$ cat src/rtl/fpu_result_accum.sv
// Batch accumulator for the fpu add/compare stage: sums COUNT samples of z, counts s flags,
// and holds the result behind a valid/ready handshake. Define FPU_ACC_SAT_EN to saturate on overflow.
module fpu_result_accum #(
    parameter int unsigned WIDTH = 32,
    parameter int unsigned COUNT = 8,
    parameter int unsigned CNT_W = 8
) (
    input  logic             clk,
    input  logic             rst_n,
    input  logic             in_valid,
    input  logic [WIDTH-1:0] in_z,
    input  logic             in_s,
    output logic             in_ready,
    output logic             out_valid,
    output logic [WIDTH-1:0] out_sum,
    output logic [CNT_W-1:0] out_gt_cnt,
    output logic             out_ovf,
    input  logic             out_ready,
    output logic             busy
);

    typedef enum logic [1:0] {
        S_IDLE  = 2'd0,
        S_ACCUM = 2'd1,
        S_HOLD  = 2'd2
    } state_t;

    localparam logic [WIDTH-1:0] L_MAX_POS = {1'b0, {(WIDTH-1){1'b1}}};
    localparam logic [WIDTH-1:0] L_MAX_NEG = {1'b1, {(WIDTH-1){1'b0}}};
    localparam logic [CNT_W-1:0] L_COUNT   = CNT_W'(COUNT);
    localparam bit               L_SINGLE  = (COUNT == 1);

    state_t           r_state;
    logic [WIDTH-1:0] r_acc;
    logic [CNT_W-1:0] r_gt;
    logic [CNT_W-1:0] r_n;
    logic             r_ovf;
    logic             r_in_ready;
    logic             r_out_valid;
    logic             r_busy;

    logic             w_accept;
    logic [WIDTH-1:0] w_sum;
    logic             w_ovf_now;
    logic             w_last;
    logic [WIDTH-1:0] w_acc_next;

    assign w_accept  = in_valid && r_in_ready;
    assign w_sum     = r_acc + in_z;
    // Same-sign operands with a differently signed result mean the signed add overflowed.
    assign w_ovf_now = (r_acc[WIDTH-1] == in_z[WIDTH-1]) && (w_sum[WIDTH-1] != r_acc[WIDTH-1]);
    assign w_last    = (r_n + CNT_W'(1)) == L_COUNT;

`ifdef FPU_ACC_SAT_EN
    assign w_acc_next = w_ovf_now ? (r_acc[WIDTH-1] ? L_MAX_NEG : L_MAX_POS) : w_sum;
`else
    assign w_acc_next = w_sum;
`endif

    // Batch FSM; handshake flags are registered alongside the state they decode.
    always_ff @(posedge clk or negedge rst_n) begin
        if (!rst_n) begin
            r_state     <= S_IDLE;
            r_acc       <= '0;
            r_gt        <= '0;
            r_n         <= '0;
            r_ovf       <= 1'b0;
            r_in_ready  <= 1'b1;
            r_out_valid <= 1'b0;
            r_busy      <= 1'b0;
        end else begin
            case (r_state)
                S_IDLE: begin
                    if (w_accept) begin
                        r_acc  <= in_z;
                        r_gt   <= CNT_W'(in_s);
                        r_ovf  <= 1'b0;
                        r_n    <= CNT_W'(1);
                        r_busy <= 1'b1;
                        if (L_SINGLE) begin
                            r_state     <= S_HOLD;
                            r_in_ready  <= 1'b0;
                            r_out_valid <= 1'b1;
                        end else begin
                            r_state <= S_ACCUM;
                        end
                    end
                end
                S_ACCUM: begin
                    if (w_accept) begin
                        r_acc <= w_acc_next;
                        r_gt  <= r_gt + CNT_W'(in_s);
                        r_ovf <= r_ovf | w_ovf_now;
                        r_n   <= r_n + CNT_W'(1);
                        if (w_last) begin
                            r_state     <= S_HOLD;
                            r_in_ready  <= 1'b0;
                            r_out_valid <= 1'b1;
                        end
                    end
                end
                S_HOLD: begin
                    if (out_ready) begin
                        r_state     <= S_IDLE;
                        r_in_ready  <= 1'b1;
                        r_out_valid <= 1'b0;
                        r_busy      <= 1'b0;
                        r_n         <= '0;
                    end
                end
                default: begin
                    r_state     <= S_IDLE;
                    r_in_ready  <= 1'b1;
                    r_out_valid <= 1'b0;
                    r_busy      <= 1'b0;
                    r_n         <= '0;
                end
            endcase
        end
    end

    assign in_ready   = r_in_ready;
    assign out_valid  = r_out_valid;
    assign out_sum    = r_acc;
    assign out_gt_cnt = r_gt;
    assign out_ovf    = r_ovf;
    assign busy       = r_busy;

endmodule

$ cat config.mk
export PLATFORM = sky130hd
export DESIGN_NAME = fpu_result_accum
export DESIGN_NICKNAME = d
export VERILOG_FILES = /design/src/rtl/fpu_result_accum.sv
export SDC_FILE = /design/constraint.sdc
export NUM_CORES = 1
export LEC_CHECK = 0
export ABC_AREA = 1
export CAP_MARGIN = 40
export CORE_AREA = 8 8 121 123
export CTS_CLUSTER_DIAMETER = 80
export DETAILED_ROUTE_END_ITERATION = 10
export DIE_AREA = 0 0 129 131
export RECOVER_POWER = 100
export SYNTH_ARGS = -nofsm -noshare
export SYNTH_HDL_FRONTEND = slang
export SYNTH_SLANG_ARGS = --single-unit
$ cat constraint.sdc
create_clock -name clk -period 4.84 [get_ports clk]
set_input_delay 1.21 -clock clk [delete_from_list [all_inputs] [get_ports clk]]
set_output_delay 1.21 -clock clk [all_outputs]
set_load 0.03 [all_outputs]
==> metrics.txt, run 1 <==
# TYPE chip_impl_metric gauge
chip_impl_metric{name="max-vdd-ir-drop",unit="V"} 0.000120
chip_impl_metric{name="worstSetupPathDepth",unit=""} 14
chip_impl_metric{name="post-route-min-period",unit="ns"} 3.26
chip_impl_metric{name="viasPerCell",unit=""} 4.83
chip_impl_info{name="tritoncts",value="done"} 1
chip_impl_metric{name="r2r_setup_slack",unit="ns"} 2.71
chip_impl_metric{name="residual_drc",unit=""} 0
chip_impl_metric{name="design_area",unit="sq mm"} 0.00605
chip_impl_metric{name="place_inst",unit=""} 1055
chip_impl_metric{name="fp-row-count",unit=""} 42
chip_impl_metric{name="clock_latency",unit="ns"} 0.31
chip_impl_metric{name="place.gp.congestion",unit=""} 0.932
chip_impl_metric{name="met1_usage",unit="%"} 24.0
chip_impl_metric{name="cts_made_buffers",unit=""} 5
chip_impl_metric{name="drtAntennaViolNets",unit=""} 0
chip_impl_metric{name="critical_path.max_fanout",unit=""} 4
chip_impl_metric{name="num_io_pins",unit=""} 81
chip_impl_info{name="min-delay-path-class",value="flip-flop to flip-flop"} 1
chip_impl_info{name="synthDominantAreaCellType",value="dfrtp_1"} 1
chip_impl_info{name="outcome",value="finished with violations"} 1
chip_impl_metric{name="cts_num_sinks",unit=""} 54
chip_impl_metric{name="grt.met3_usage",unit="%"} 3.29
chip_impl_metric{name="number_of_synthesized_flops_with_an_enable_pin",unit=""} 0
chip_impl_metric{name="synthArstFlopShare",unit="%"} 100
chip_impl_info{name="critical_path.startpoint_type",value="input pin"} 1
chip_impl_info{name="most_common_cell_after_layout_fill_and_taps_aside",value="nand2_1"} 1
chip_impl_info{name="failed_checks",value="max-capacitance violations, max-slew violations"} 1
chip_impl_metric{name="synthToLayoutAreaGrowth",unit="%"} 22.2
chip_impl_metric{name="finish.cell_count_without_fillers",unit=""} 1063
chip_impl_info{name="slowest_stage",value="dlygate4sd3_1"} 1
chip_impl_metric{name="path_buf_inv",unit=""} 3
chip_impl_metric{name="cellPowerDensity",unit="mW/mm^2"} 156
chip_impl_metric{name="timing.max_slew.rel_slack",unit="%"} -4.38
chip_impl_metric{name="cp.arrival",unit="ns"} 3.46
chip_impl_metric{name="cts-htree-levels",unit=""} 2
chip_impl_metric{name="finish_stage_setup_viols",unit=""} 0
chip_impl_metric{name="timing_max_transition_violations_final",unit=""} 26
chip_impl_metric{name="global_route.overflow_total",unit=""} 0
chip_impl_info{name="synth_area_leaders",value="dfrtp_1, nand2_1, inv_1, ha_1, nor2_1"} 1
chip_impl_metric{name="vias",unit=""} 5131
chip_impl_info{name="worstSetupEndpoint",value="out_sum[28]"} 1
chip_impl_metric{name="wire_length_of_the_first_global_routing_pass",unit="microns"} 24800
chip_impl_metric{name="dpl-instance-area",unit="sq mm"} 0.00594
chip_impl_metric{name="groute.layer.met2.usage",unit="%"} 31.0
chip_impl_metric{name="yosysUniqueCellTypes",unit=""} 39
chip_impl_metric{name="routed_wirelength",unit="microns"} 14800
chip_impl_metric{name="largest_net_degree_at_the_start_of_global_routing",unit=""} 50
chip_impl_metric{name="starting_utilization_of_the_core_area",unit="%"} 38.5
chip_impl_info{name="library_cell_appearing_most_often_on_the_critical_path",value="nand3_1"} 1
chip_impl_metric{name="final.setup_skew",unit="ns"} 0.0113
chip_impl_metric{name="ys_ff_latch",unit=""} 54
chip_impl_info{name="hold_start",value="out_valid"} 1
chip_impl_metric{name="finalHoldViolCount",unit=""} 0
chip_impl_metric{name="syn-instance-count",unit=""} 810
chip_impl_metric{name="grt_antenna_before_repair",unit=""} 0
chip_impl_info{name="synth_ff_type",value="dfrtp_1"} 1
chip_impl_metric{name="wl_per_cell",unit="microns"} 14.0
chip_impl_metric{name="groute.usage.overall",unit="%"} 18.5
chip_impl_metric{name="worst_slew_pin_slew",unit="ns"} 1.57
chip_impl_info{name="grt-busiest-layer",value="met2"} 1
chip_impl_metric{name="layout.nets",unit=""} 958
chip_impl_metric{name="grt_pass1_vias",unit=""} 5042
chip_impl_metric{name="synth-seq-area-share",unit="%"} 27.3
chip_impl_metric{name="ctsHoldBuffers",unit=""} 0
chip_impl_metric{name="r2r_cells",unit=""} 13
chip_impl_metric{name="avgSynthCellArea",unit="sq um"} 6.12
chip_impl_metric{name="mappedNetlistArea",unit="sq mm"} 0.00496
chip_impl_metric{name="timing.fmax",unit="MHz"} 307
chip_impl_info{name="crit_path_cell_trace",value="dlygate4sd3_1, ha_1, inv_1, fa_1, inv_1, nand3_1, nand3_1, nand2_1, nand3_1, nand2_1, nand3_1, nand3_1, nand2_1, nand2_1"} 1
chip_impl_info{name="regToRegStartpoint",value="out_sum[0]"} 1
chip_impl_metric{name="synthDominantCellAreaShare",unit="%"} 26.8
chip_impl_info{name="r2r-end",value="out_sum[28]"} 1
chip_impl_info{name="rsz0062_at_grt",value="false"} 1
chip_impl_metric{name="layout_worst_path_cycle_share",unit="%"} 67.3
chip_impl_metric{name="setup_tns",unit="ns"} 0
chip_impl_metric{name="final_layout_size_suffix_gt1_share",unit="%"} 4.51
chip_impl_info{name="worst_path_dominant_cell_family",value="simple AND/OR/NAND/NOR gates"} 1
chip_impl_metric{name="cts_post_setup_buffers_inserted",unit=""} 0
chip_impl_metric{name="floorplan.core_area",unit="sq mm"} 0.0129
chip_impl_metric{name="yosysWarnings",unit=""} 0
chip_impl_metric{name="dpl.hpwl",unit="microns"} 11700
chip_impl_metric{name="fp.dieArea",unit="sq mm"} 0.0169
chip_impl_info{name="crit_path_start",value="in_z[0]"} 1
chip_impl_info{name="crit_path_end_kind",value="flip-flop"} 1
chip_impl_metric{name="post-place-ws",unit="ns"} 1.43
chip_impl_metric{name="path_clk_slew",unit="ns"} 0.07
chip_impl_metric{name="chipHeight",unit="microns"} 131
chip_impl_metric{name="p_leak",unit="nW"} 3.40
chip_impl_metric{name="longest_individual_stage_delay_on_the_worst_path",unit="ns"} 0.60
chip_impl_metric{name="drt_first_iter_violations",unit=""} 385
chip_impl_metric{name="cts.repair.resized",unit=""} 0
chip_impl_metric{name="clock_path_buffers",unit=""} 2
chip_impl_metric{name="worst_slack",unit="ns"} 1.58
chip_impl_metric{name="detail_route.first_pass.iterations",unit=""} 7
chip_impl_info{name="worst-setup-path-type",value="input pin to flip-flop"} 1
chip_impl_metric{name="floorplan.die.width",unit="microns"} 129
chip_impl_metric{name="timing.critical_path.required",unit="ns"} 5.04
chip_impl_metric{name="antenna_cells_inserted",unit=""} 0
chip_impl_info{name="most_frequent_cells_in_the_layout",value="nand2_1, inv_1, nor2_1, dfrtp_1, nand3_1"} 1
chip_impl_info{name="cts_root_buf",value="clkbuf_16"} 1
chip_impl_metric{name="synth_fp_nets",unit=""} 882
chip_impl_metric{name="port_buffers",unit=""} 80
chip_impl_metric{name="cap_violations",unit=""} 1
## layout make-up
| class | count | area (sq um) |
|---|---|---|
| clock buffer | 6 | 129 |
| clock inverter | 2 | 15.0 |
| multi-input combinational | 614 | 3040 |
| fill | 1365 | 6820 |
| inverter | 128 | 480 |
| sequential | 54 | 1350 |
| tap | 176 | 220 |
| timing repair buffer | 83 | 817 |
## cell families (layout without fill, tap and decap cells)
logic type / count (synthesis) / count (layout) / share of synthesized area, %
flops: 54 / 54 / 27.3
compound gates: 94 / 94 / 11.0
fa+ha+maj: 35 / 35 / 8.99
buf+inv: 142 / 219 / 11.1
xor+xnor: 9 / 9 / 1.59
simple gates: 476 / 476 / 40.0
## sequential cells by signal, indices dropped and copies added (netlist names)
| register | flops |
|---|---|
| busy | 1 |
| in_ready | 1 |
| out_gt_cnt | 8 |
| out_ovf | 1 |
| out_sum | 32 |
| out_valid | 1 |
| r_n | 8 |
| r_state | 2 |
## cell usage after synthesis, types with 2 or more instances
library cell and count:
dfrtp_1 53, o21a_1 4, nand3_1 48, a31oi_1 2
nand2_1 285, ha_1 34, o211ai_1 2, nor2_1 96
clkbuf_1 3, inv_1 125, o21ai_0 28, nor3_2 2
o221ai_1 4, o21ai_1 7, nor3_1 6, nor2_2 9
a21o_1 2, nand2_2 12, buf_2 10, xor2_1 7
o22ai_1 5, nand3b_1 2, inv_2 3, xnor2_1 2
a21oi_2 3, nand4_1 7, or2_1 2, nand3_2 3
a21oi_1 30, o21bai_1 5
## how the worst min path moves through the flow
stage | to | depth (start not counted)
3_3_place_gp | out_valid | 2
3_5_place_dp | out_valid | 2
6_report | out_valid | 2
4_1_cts | out_valid | 2
2_1_floorplan | r_n[1] | 2
5_1_grt | busy | 2
## per-stage QoR
step	utilization [%]	total power (W)	hold slack (ns)
finish	47.0	0.000944	0.478
detailed placement	46.1	0.000572	0.472
global route	47.0	0.000986	0.523
global placement	46.1	0.000573	0.464
CTS	47.2	0.000959	0.491
floorplan	-	0.000513	0.523
## tightest hold or removal path: stages (launching register included)
cell and delay (ns):
dfrtp_1 0.35, nand2_1 0.05, nand2_1 0.05
## power by group
group | internal, W | switching [W] | total (W)
Combinational | 0.0000473 | 0.0000647 | 0.000112
Clock | 0.000193 | 0.000188 | 0.000381
Sequential | 0.000451 | 0 | 0.000451
## metal layers
layer | part of all wire (%) | up-vias
met5 | 0 | -
met1 | 48 | 2297
met4 | 1.7 | 0
met3 | 5.3 | 17
met2 | 45 | 128
li1 | - | 2689
No activity file was read; power rests on OpenSTA's default activity.
==> run 2, diff against run 1 <==
Clock period 4.84 ns to 3.05 ns, I/O delays scaled along.
==> metrics.txt, run 2 (synthesis gave the netlist of run 1 again) <==
# TYPE chip_impl_metric gauge
chip_impl_metric{name="cap_violations",unit=""} 0
chip_impl_info{name="outcome",value="completed"} 1
chip_impl_metric{name="final.hold.worst_slack",unit="ns"} 0.483
chip_impl_metric{name="largest_register_ff_count",unit=""} 32
chip_impl_metric{name="vias",unit=""} 5024
chip_impl_metric{name="routed_wirelength",unit="microns"} 14800
chip_impl_metric{name="final.setup_skew",unit="ns"} 0.0154
chip_impl_metric{name="largest_net_degree_at_the_start_of_global_routing",unit=""} 55
chip_impl_metric{name="fp.dieArea",unit="sq mm"} 0.0169
chip_impl_metric{name="worst_slew_pin_slew",unit="ns"} 1.42
chip_impl_metric{name="cts_made_buffers",unit=""} 5
chip_impl_info{name="slowest_stage",value="dlygate4sd3_1"} 1
chip_impl_metric{name="r2r_cells",unit=""} 5
chip_impl_metric{name="finish_stage_setup_viols",unit=""} 0
chip_impl_metric{name="cts_num_sinks",unit=""} 54
chip_impl_metric{name="detail_route.first_pass.iterations",unit=""} 5
chip_impl_metric{name="drt_first_iter_violations",unit=""} 264
chip_impl_metric{name="post-route-min-period",unit="ns"} 2.75
chip_impl_metric{name="finalHoldViolCount",unit=""} 0
chip_impl_metric{name="groute.usage.overall",unit="%"} 18.1
chip_impl_metric{name="r2r_setup_slack",unit="ns"} 0.80
chip_impl_metric{name="cp.arrival",unit="ns"} 2.95
chip_impl_metric{name="path_clk_slew",unit="ns"} 0.08
chip_impl_metric{name="chipHeight",unit="microns"} 131
chip_impl_metric{name="dpl.hpwl",unit="microns"} 11700
chip_impl_metric{name="starting_utilization_of_the_core_area",unit="%"} 38.5
chip_impl_metric{name="cellPowerDensity",unit="mW/mm^2"} 262
chip_impl_metric{name="grt_pass1_vias",unit=""} 4915
chip_impl_info{name="tritoncts",value="done"} 1
chip_impl_info{name="worstHoldEndpoint",value="out_valid"} 1
chip_impl_metric{name="max-vdd-ir-drop",unit="V"} 0.000168
chip_impl_metric{name="cts_post_setup_buffers_inserted",unit=""} 0
chip_impl_metric{name="path_buf_inv",unit=""} 1
chip_impl_info{name="most_frequent_cells_in_the_layout",value="nand2_1, inv_1, nor2_1, dfrtp_1, nand3_1"} 1
chip_impl_metric{name="longest_individual_stage_delay_on_the_worst_path",unit="ns"} 0.58
chip_impl_metric{name="cts.repair.resized",unit=""} 0
chip_impl_info{name="hold_start",value="out_valid"} 1
chip_impl_info{name="critical_path.startpoint_type",value="input pin"} 1
chip_impl_metric{name="num_io_pins",unit=""} 81
chip_impl_info{name="regToRegStartpoint",value="in_ready"} 1
chip_impl_info{name="most_common_cell_after_layout_fill_and_taps_aside",value="nand2_1"} 1
chip_impl_metric{name="setup_tns",unit="ns"} 0
chip_impl_metric{name="dpl-instance-area",unit="sq mm"} 0.00597
chip_impl_info{name="r2r-end",value="out_sum[10]"} 1
chip_impl_info{name="cts_root_buf",value="clkbuf_16"} 1
chip_impl_metric{name="layout.nets",unit=""} 962
chip_impl_metric{name="timing.max_slew.rel_slack",unit="%"} 5.57
chip_impl_metric{name="design_area",unit="sq mm"} 0.00610
chip_impl_metric{name="fill_cells",unit=""} 1365
chip_impl_metric{name="layout_worst_path_cycle_share",unit="%"} 90.0
chip_impl_info{name="min-delay-path-class",value="flip-flop to flip-flop"} 1
chip_impl_metric{name="timing_max_transition_violations_final",unit=""} 0
chip_impl_metric{name="floorplan.die.width",unit="microns"} 129
chip_impl_metric{name="antenna_cells_inserted",unit=""} 0
chip_impl_metric{name="place.gp.congestion",unit=""} 0.921
chip_impl_metric{name="final_layout_size_suffix_gt1_share",unit="%"} 4.83
chip_impl_metric{name="port_buffers",unit=""} 80
chip_impl_info{name="worst_path_dominant_cell_family",value="simple AND/OR/NAND/NOR gates"} 1
chip_impl_metric{name="critical_path.max_fanout",unit=""} 6
chip_impl_metric{name="synthToLayoutAreaGrowth",unit="%"} 23.1
chip_impl_metric{name="clock_latency",unit="ns"} 0.32
chip_impl_info{name="library_cell_appearing_most_often_on_the_critical_path",value="nand2_1"} 1
chip_impl_info{name="rsz0062_at_grt",value="false"} 1
chip_impl_metric{name="residual_drc",unit=""} 0
chip_impl_metric{name="clock_path_buffers",unit=""} 2
chip_impl_metric{name="timing.critical_path.required",unit="ns"} 3.26
chip_impl_info{name="crit_path_cell_trace",value="dlygate4sd3_1, ha_1, nand2_1, nor2_1, nand3_1, nand2_1, nand2_1, nand2_1, nand2_1, nand3b_1, nand3_1, nand2_1, nand2_1"} 1
chip_impl_metric{name="grt_antenna_before_repair",unit=""} 0
chip_impl_metric{name="cts-htree-levels",unit=""} 2
chip_impl_info{name="worst-setup-path-type",value="input pin to flip-flop"} 1
chip_impl_metric{name="ctsHoldBuffers",unit=""} 0
chip_impl_metric{name="drtAntennaViolNets",unit=""} 0
chip_impl_metric{name="viasPerCell",unit=""} 4.71
chip_impl_metric{name="wl_per_cell",unit="microns"} 13.8
chip_impl_metric{name="global_route.overflow_total",unit=""} 0
chip_impl_metric{name="hold_depth",unit=""} 2
chip_impl_info{name="crit_path_end_kind",value="flip-flop"} 1
chip_impl_metric{name="timing.fmax",unit="MHz"} 364
chip_impl_metric{name="fp-row-count",unit=""} 42
chip_impl_metric{name="p_leak",unit="nW"} 3.45
chip_impl_metric{name="wire_length_of_the_first_global_routing_pass",unit="microns"} 24200
chip_impl_metric{name="floorplan.core_area",unit="sq mm"} 0.0129
## run 2: where the power goes
group	internal (W)	total [W]	switching (W)
logic	0.0000747	0.000175	0.000100
registers	0.000715	0.000715	0
clock network	0.000393	0.000706	0.000312
total	0.00118	0.00160	0.000413
## run 2: worst reg2reg max path: stages (launching register included)
cell and delay, ns:
dfstp_2 0.56, nand3_1 0.49, inv_1 0.34, clkbuf_2 0.42, o21ai_0 0.16, o21ai_0 0.19
## run 2: how the worst max path moves through the flow
stage          startpoint     endpoint  slack (ns)  depth (start not counted)
4_1_cts           in_z[0]  out_sum[16]        0.42                         14
2_1_floorplan     in_z[0]   out_sum[4]        0.85                         11
6_report          in_z[4]  out_sum[31]        0.30                         13
3_5_place_dp      in_z[0]  out_sum[16]        0.09                         14
3_3_place_gp      in_z[0]  out_sum[16]        0.11                         14
5_1_grt          in_valid   out_sum[9]        0.14                          6
## run 2: cell type report
class | instances | area, sq um | area share [%]
inverters | 128 | 480 | 7.87
multi-input cells | 614 | 3030 | 49.7
flip-flops and latches | 54 | 1350 | 22.2
well taps | 176 | 220 | 3.61
clock inverters | 3 | 47.5 | 0.779
clock buffers | 5 | 125 | 2.05
repair buffers | 87 | 843 | 13.8
## run 2: metrics by stage
step                      instances  power (W)  setup WS [ns]  util (%)
after floorplan                 810   0.000814          0.852         -
after global placement         1059   0.000907          0.114      46.3
after detailed placement       1059   0.000907         0.0871      46.3
after CTS                      1067    0.00162          0.423      47.7
after global routing           1067    0.00166          0.141      47.4
final                          1067    0.00160          0.305      47.4
## run 2: routing by layer
layer / global-route usage [%] / wire [microns] / up-vias
met5: 0 / 0 / -
met4: 4.98 / 246 / 0
met3: 2.76 / 595 / 14
met2: 30.5 / 6770 / 91
met1: 23.7 / 7150 / 2224
li1: - / - / 2695
==> run 3, diff against run 2 <==
Settings changed: TNS_END_PERCENT set to 50.
==> results of run 3 <==
The final DEF is identical to that of run 2; final timing and power are the same.
